## src/rtl/carpici_pkg.sv

```systemverilog
// Shared types and constants for the carpici multiplier sequencer.
// State encoding, default geometry, and IEEE-754 single special values.
package carpici_pkg;

  localparam int CARPICI_WIDTH   = 32;
  localparam int CARPICI_LATENCY = 34;

  localparam logic [31:0] QNAN = 32'h7FC0_0000;
  localparam logic [31:0] PINF = 32'h7F80_0000;
  localparam logic [31:0] NINF = 32'hFF80_0000;

  typedef enum logic [1:0] {
    IDLE = 2'd0,
    LOAD = 2'd1,
    RUN  = 2'd2,
    DONE = 2'd3
  } state_t;

endpackage

```

## src/rtl/rr_arbiter.sv

```systemverilog
// Round-robin grant: first asserted request at or above ptr, wrapping around.
// Latency: combinational, zero cycles.
// Backpressure: none; the caller decides when a grant is consumed.
module rr_arbiter #(
  parameter int N   = 4,
  parameter int IDW = 2
) (
  input  logic [N-1:0]   req,
  input  logic [IDW-1:0] ptr,
  output logic [N-1:0]   gnt,
  output logic [IDW-1:0] idx,
  output logic           any
);

  int j;

  always_comb begin
    gnt = '0;
    idx = '0;
    any = 1'b0;
    j   = 0;
    for (int k = 0; k < N; k++) begin
      j = int'(ptr) + k;
      if (j >= N) j = j - N;
      if (!any && req[j]) begin
        any    = 1'b1;
        gnt[j] = 1'b1;
        idx    = IDW'(j);
      end
    end
  end

endmodule

```

## src/rtl/carpici_hakem.sv

```systemverilog
// Shares one fixed-latency carpici multiplier among N_REQ requesters, round-robin.
// Latency: handshake at edge E0 -> rsp_valid from cycle E0+LATENCY+2; one job per LATENCY+3 cycles.
// Backpressure: rsp_ready low holds DONE with result stable; no new request is accepted until it drains.
module carpici_hakem
  import carpici_pkg::*;
#(
  parameter int N_REQ   = 4,
  parameter int WIDTH   = CARPICI_WIDTH,
  parameter int LATENCY = CARPICI_LATENCY,
  parameter int ID_W    = 2
) (
  input  logic                   clk,
  input  logic                   reset,
  input  logic [N_REQ-1:0]       req_valid,
  output logic [N_REQ-1:0]       req_ready,
  input  logic [N_REQ*WIDTH-1:0] req_sayi1,
  input  logic [N_REQ*WIDTH-1:0] req_sayi2,
  output logic                   rsp_valid,
  input  logic                   rsp_ready,
  output logic [ID_W-1:0]        rsp_id,
  output logic [WIDTH-1:0]       rsp_sonuc,
  output logic                   busy,
  output logic                   m_reset,
  output logic [WIDTH-1:0]       m_sayi1,
  output logic [WIDTH-1:0]       m_sayi2,
  input  logic [WIDTH-1:0]       m_sonuc
);

  localparam int CNT_W = $clog2(LATENCY) + 1;

  state_t           state, state_nxt;
  logic [ID_W-1:0]  rr_ptr;
  logic [ID_W-1:0]  id_q;
  logic [CNT_W-1:0] cnt;

  logic [N_REQ-1:0] gnt;
  logic [ID_W-1:0]  gidx;
  logic             gany;

  rr_arbiter #(
    .N   (N_REQ),
    .IDW (ID_W)
  ) u_arb (
    .req (req_valid),
    .ptr (rr_ptr),
    .gnt (gnt),
    .idx (gidx),
    .any (gany)
  );

  always_comb begin
    state_nxt = state;
    req_ready = '0;
    m_reset   = 1'b1;
    case (state)
      IDLE: begin
        if (!reset) req_ready = gnt;
        if (gany) state_nxt = LOAD;
      end
      LOAD: state_nxt = RUN;
      RUN: begin
        m_reset = 1'b0;
        if (cnt == '0) state_nxt = DONE;
      end
      DONE: begin
        m_reset = 1'b0;
        if (rsp_ready) state_nxt = IDLE;
      end
      default: state_nxt = IDLE;
    endcase
  end

  assign rsp_valid = (state == DONE);
  assign busy      = (state != IDLE);
  assign rsp_id    = id_q;

  always_ff @(posedge clk) begin
    if (reset) begin
      state     <= IDLE;
      rr_ptr    <= '0;
      id_q      <= '0;
      cnt       <= '0;
      rsp_sonuc <= '0;
      m_sayi1   <= '0;
      m_sayi2   <= '0;
    end else begin
      state <= state_nxt;
      case (state)
        IDLE: begin
          // Operands are frozen here; later changes on req_sayi* do not reach the multiplier.
          if (gany) begin
            m_sayi1 <= req_sayi1[int'(gidx)*WIDTH +: WIDTH];
            m_sayi2 <= req_sayi2[int'(gidx)*WIDTH +: WIDTH];
            id_q    <= gidx;
          end
        end
        LOAD: cnt <= CNT_W'(LATENCY - 1);
        RUN: begin
          if (cnt == '0) rsp_sonuc <= m_sonuc;
          else           cnt       <= cnt - 1'b1;
        end
        DONE: begin
          if (rsp_ready) rr_ptr <= (id_q == ID_W'(N_REQ - 1)) ? '0 : id_q + 1'b1;
        end
        default: ;
      endcase
    end
  end

endmodule

```

## config.mk

```make
export PLATFORM = sky130hd
export DESIGN_NAME = carpici_hakem
export DESIGN_NICKNAME = d
export VERILOG_FILES = /design/src/rtl/carpici_pkg.sv /design/src/rtl/rr_arbiter.sv /design/src/rtl/carpici_hakem.sv
export SDC_FILE = /design/constraint.sdc
export NUM_CORES = 1
export LEC_CHECK = 0
export CAP_MARGIN = 5
export CORE_AREA = 5 5 151 153
export DETAILED_ROUTE_END_ITERATION = 7
export DIE_AREA = 0 0 156 158
export PLACE_DENSITY_LB_ADDON = 0.08
export SLEW_MARGIN = 10
export SYNTH_ARGS = -nofsm -noshare
export SYNTH_HDL_FRONTEND = slang
export SYNTH_SLANG_ARGS = --single-unit
```

## constraint.sdc

```tcl
create_clock -name clk -period 6.9 [get_ports clk]
set_clock_uncertainty 0.15 [all_clocks]
set_input_delay 1.725 -clock clk [delete_from_list [all_inputs] [get_ports clk]]
set_output_delay 1.725 -clock clk [all_outputs]
set_load 0.005 [all_outputs]
```

==> flow_summary.json <==
{
  "yosysUniqueCellTypes": 52,
  "layout.cells.most_common_list": "sky130_fd_sc_hd__clkdlybuf4s50_1 (399), sky130_fd_sc_hd__nand2_1 (139), sky130_fd_sc_hd__mux2i_1 (109), sky130_fd_sc_hd__dfxtp_1 (108), sky130_fd_sc_hd__a21oi_1 (50)",
  "max_cap_violations": 0,
  "synth_edf_count": 0,
  "area_growth_syn_to_layout_pct": 66.6,
  "num_io_pins": 400,
  "ys_async_sr_fraction": 0,
  "synth_adder_area_share": 0.0186,
  "synth_simple_gate_area_share": 0.161,
  "worstPathArrival_ns": 4.14,
  "critPathBufInv": 2,
  "netlist_area_before_placement_sq_mm": 0.00672,
  "postSynthRegisterBits": 109,
  "route.detailed.drc": 0,
  "post_synth_inst_count": 781,
  "cp_cell_sequence": "clkdlybuf4s50_1, mux4_2, nor2b_4, a221o_1, o21ai_0, a21oi_1, clkdlybuf4s50_1",
  "postLayoutCoreUtil": 0.523,
  "gp_congestion": 0.823,
  "report.final.slew_viol_count": 0,
  "crit_path_top_delay_cell": "sky130_fd_sc_hd__mux4_2",
  "die_height_um": 158,
  "h_tree_level_count": 3,
  "detail-route-antenna-nets": 0,
  "post_route_cells_drive_above_1_share": 0.0613,
  "timing.hold.worst.class": "reg2reg",
  "cpMostUsedCell": "sky130_fd_sc_hd__clkdlybuf4s50_1",
  "critical_path.reg2reg.endpoint": "m_sayi1[28]",
  "worst_r2r_startpoint": "rr_ptr[0]",
  "clk_pin_slew_worst_paths_ns": 0.10,
  "report.final.hold_viol_count": 0,
  "timing_worst_slew_pin_value_ns": 1.01,
  "wl_per_cell_um": 19.7,
  "fraction_of_the_yosys_area_taken_by_sequential_cells": 0.325,
  "clkSinkCount": 109,
  "leakagePower_nw": 4.17,
  "cts_buffer_depth": 2,
  "synth_ff_type": "sky130_fd_sc_hd__dfxtp_1",
  "final_min_period_over_clock_period": 0.872,
  "die-area_sq_mm": 0.0246,
  "row_count": 54,
  "worstPathMaxFanout": 11,
  "initial_utilization": 0.314,
  "via_count_of_the_first_global_routing_pass": 6951,
  "route.detailed.vias_per_inst": 5.08,
  "post_cts_hold_buffer_count": 0,
  "net_count_reported_at_finish": 1441,
  "critical_path.endpoint_type": "primary output",
  "layout_commonest_cell": "sky130_fd_sc_hd__clkdlybuf4s50_1",
  "critical_path.top_delay_family": "buffers and inverters",
  "placeableCoreArea_sq_mm": 0.0214,
  "postSynthNetCount": 1086,
  "clock-root-buffer": "sky130_fd_sc_hd__clkbuf_16",
  "groute.usage.overall": 0.209,
  "synth.mux.area_fraction": 0.211,
  "port_buffers": 399,
  "fp.dieW_um": 156,
  "cts.repair.resized": 0,
  "ys.warnings.count": 0,
  "status": "finished, final reports clean",
  "required_ns": 5.03,
  "worstSkewPairLatency_ns": 0.36,
  "gr-total-overflow": 0,
  "fmax_mhz": 166,
  "post_route_wl_um": 28000,
  "setup_viol": 0,
  "tritoncts_clock_tree": "yes",
  "grt_antenna_before_repair": 3,
  "detailed_placement_wirelength_estimate_um": 20900,
  "cellPowerDensity_mw_per_mm2": 258,
  "main_combinational_cell_family_by_area_after_synthesis": "compound AO/OA/AOI/OAI gates",
  "netlist.top_cell.by_area": "sky130_fd_sc_hd__dfxtp_1",
  "post_synth.cell_area_avg_sq_um": 8.60,
  "setup.worst_path.class": "in2out",
  "worst_ir_drop_vdd_mv": 0.128,
  "grt_pass1_wl_um": 40400,
  "detail_route.first_pass.iterations": 5,
  "post-synth-top-area-fraction": 0.325,
  "reg2reg_slack_ns": 2.80,
  "cp_slowest_stage_delay_ns": 0.67,
  "critPathCapture": "req_ready[0]",
  "grt_start_max_net_pins": 60,
  "cts.repair_timing.setup_buffer_count": 0,
  "path_depth": 7,
  "worstRegToRegCells": 9,
  "synthXorXnorAreaFrac": 0,
  "timing.setup.tns_ns": 0,
  "synth_compound_gate_area_share": 0.224,
  "dr_total_vias": 7230,
  "rsz0062_at_grt": "no",
  "worst_setup_path_startpoint": "req_valid[2]",
  "netlist_top_cells_area": "sky130_fd_sc_hd__dfxtp_1 (32%), sky130_fd_sc_hd__mux2i_1 (16%), sky130_fd_sc_hd__nand2_1 (7.8%)",
  "timing.max_slew.rel_slack": 0.325,
  "drt_first_iter_violations": 331,
  "tritoncts.num_buffers": 9,
  "critPathLaunchType": "input port",
  "period_minus_slack_ns": 6.02
}
area by class of cell:
class / count / area (sq um)
fillers: 2019 / 10200
flip-flops and latches: 109 / 2180
clock buffers: 9 / 225
diodes: 2 / 5.00
inverters: 8 / 30.0
repair buffers: 414 / 4140
clock inverters: 7 / 91.3
multi-input cells: 594 / 4160
well taps: 280 / 350
flip-flops by register name (all words and copies together) (netlist names):
name       count
rr_ptr         2
m_sayi2       32
rsp_id         2
rsp_sonuc     32
m_sayi1       32
state          2
cnt            7
metal layers:
| layer | GRT usage | up-vias | share of wire |
|---|---|---|---|
| met5 | 0 | - | 0.00064 |
| met4 | 0.0559 | 2 | 0.015 |
| met1 | 0.257 | 3371 | 0.40 |
| met3 | 0.0681 | 23 | 0.094 |
| li1 | - | 3587 | - |
| met2 | 0.352 | 247 | 0.49 |
cells in the mapped netlist, types with 2 or more instances:
master and number:
sky130_fd_sc_hd__clkbuf_4 2, sky130_fd_sc_hd__buf_1 3, sky130_fd_sc_hd__a211oi_1 2, sky130_fd_sc_hd__nand2b_1 4, sky130_fd_sc_hd__or3b_1 2, sky130_fd_sc_hd__nor4_1 2, sky130_fd_sc_hd__ha_1 10, sky130_fd_sc_hd__nand3b_1 3
sky130_fd_sc_hd__buf_4 3, sky130_fd_sc_hd__nor2_1 15, sky130_fd_sc_hd__a21oi_1 50, sky130_fd_sc_hd__nand2_1 139, sky130_fd_sc_hd__mux4_2 2, sky130_fd_sc_hd__dfxtp_1 109, sky130_fd_sc_hd__o21ai_2 3, sky130_fd_sc_hd__inv_1 8
sky130_fd_sc_hd__buf_2 15, sky130_fd_sc_hd__o211ai_1 23, sky130_fd_sc_hd__mux2_2 24, sky130_fd_sc_hd__o221ai_1 41, sky130_fd_sc_hd__a21o_1 23, sky130_fd_sc_hd__buf_8 6, sky130_fd_sc_hd__a221o_1 4, sky130_fd_sc_hd__nor2b_1 2
sky130_fd_sc_hd__and3_1 48, sky130_fd_sc_hd__mux2i_1 109, sky130_fd_sc_hd__nor3_1 6, sky130_fd_sc_hd__o21ai_1 2, sky130_fd_sc_hd__nand3_1 4, sky130_fd_sc_hd__o21ai_0 34, sky130_fd_sc_hd__clkbuf_1 40, sky130_fd_sc_hd__a22oi_1 23
tightest hold or removal path, delay by kind of cell (launching register included):
family | cells | cell delay [ns]
AOI/OAI and AO/OA | 1 | 0.05
DFF | 1 | 0.32
and+or+nand+nor | 1 | 0.05
stage by stage:
step	instance area, sq um	std cells	total power, mW	hold slack, ns	setup WS [ns]
after floorplan	6720	781	1.62	0.299	2.03
final	11200	1423	2.89	0.310	0.882
after CTS	11200	1421	2.93	0.314	0.911
after detailed placement	10900	1405	2.35	0.297	0.916
after global placement	10900	1405	2.34	0.292	0.950
after global routing	11200	1423	3.08	0.329	0.798
worst min-delay path by stage:
stage / start / to / slack, ns / cells after the start
detailed placement: m_sayi1[18] / m_sayi1[18] / 0.30 / 2
global placement: rsp_sonuc[12] / rsp_sonuc[12] / 0.29 / 2
CTS: rsp_sonuc[15] / rsp_sonuc[15] / 0.31 / 2
finish: rsp_sonuc[15] / rsp_sonuc[15] / 0.31 / 2
floorplan: cnt[4] / cnt[4] / 0.30 / 2
global route: rsp_sonuc[19] / rsp_sonuc[19] / 0.33 / 2
report_power, final:
group	switching (mW)	internal, mW
Combinational	0.658	0.755
Clock	0.302	0.267
Sequential	0.0961	0.808
Total	1.06	1.83
cell families after synthesis:
family | after synthesis
simple gates | 232
mux | 136
compound gates | 216
buf+inv | 78
fa+ha+maj | 10
flops | 109
Note: power is estimated with default switching activity, not from simulation.
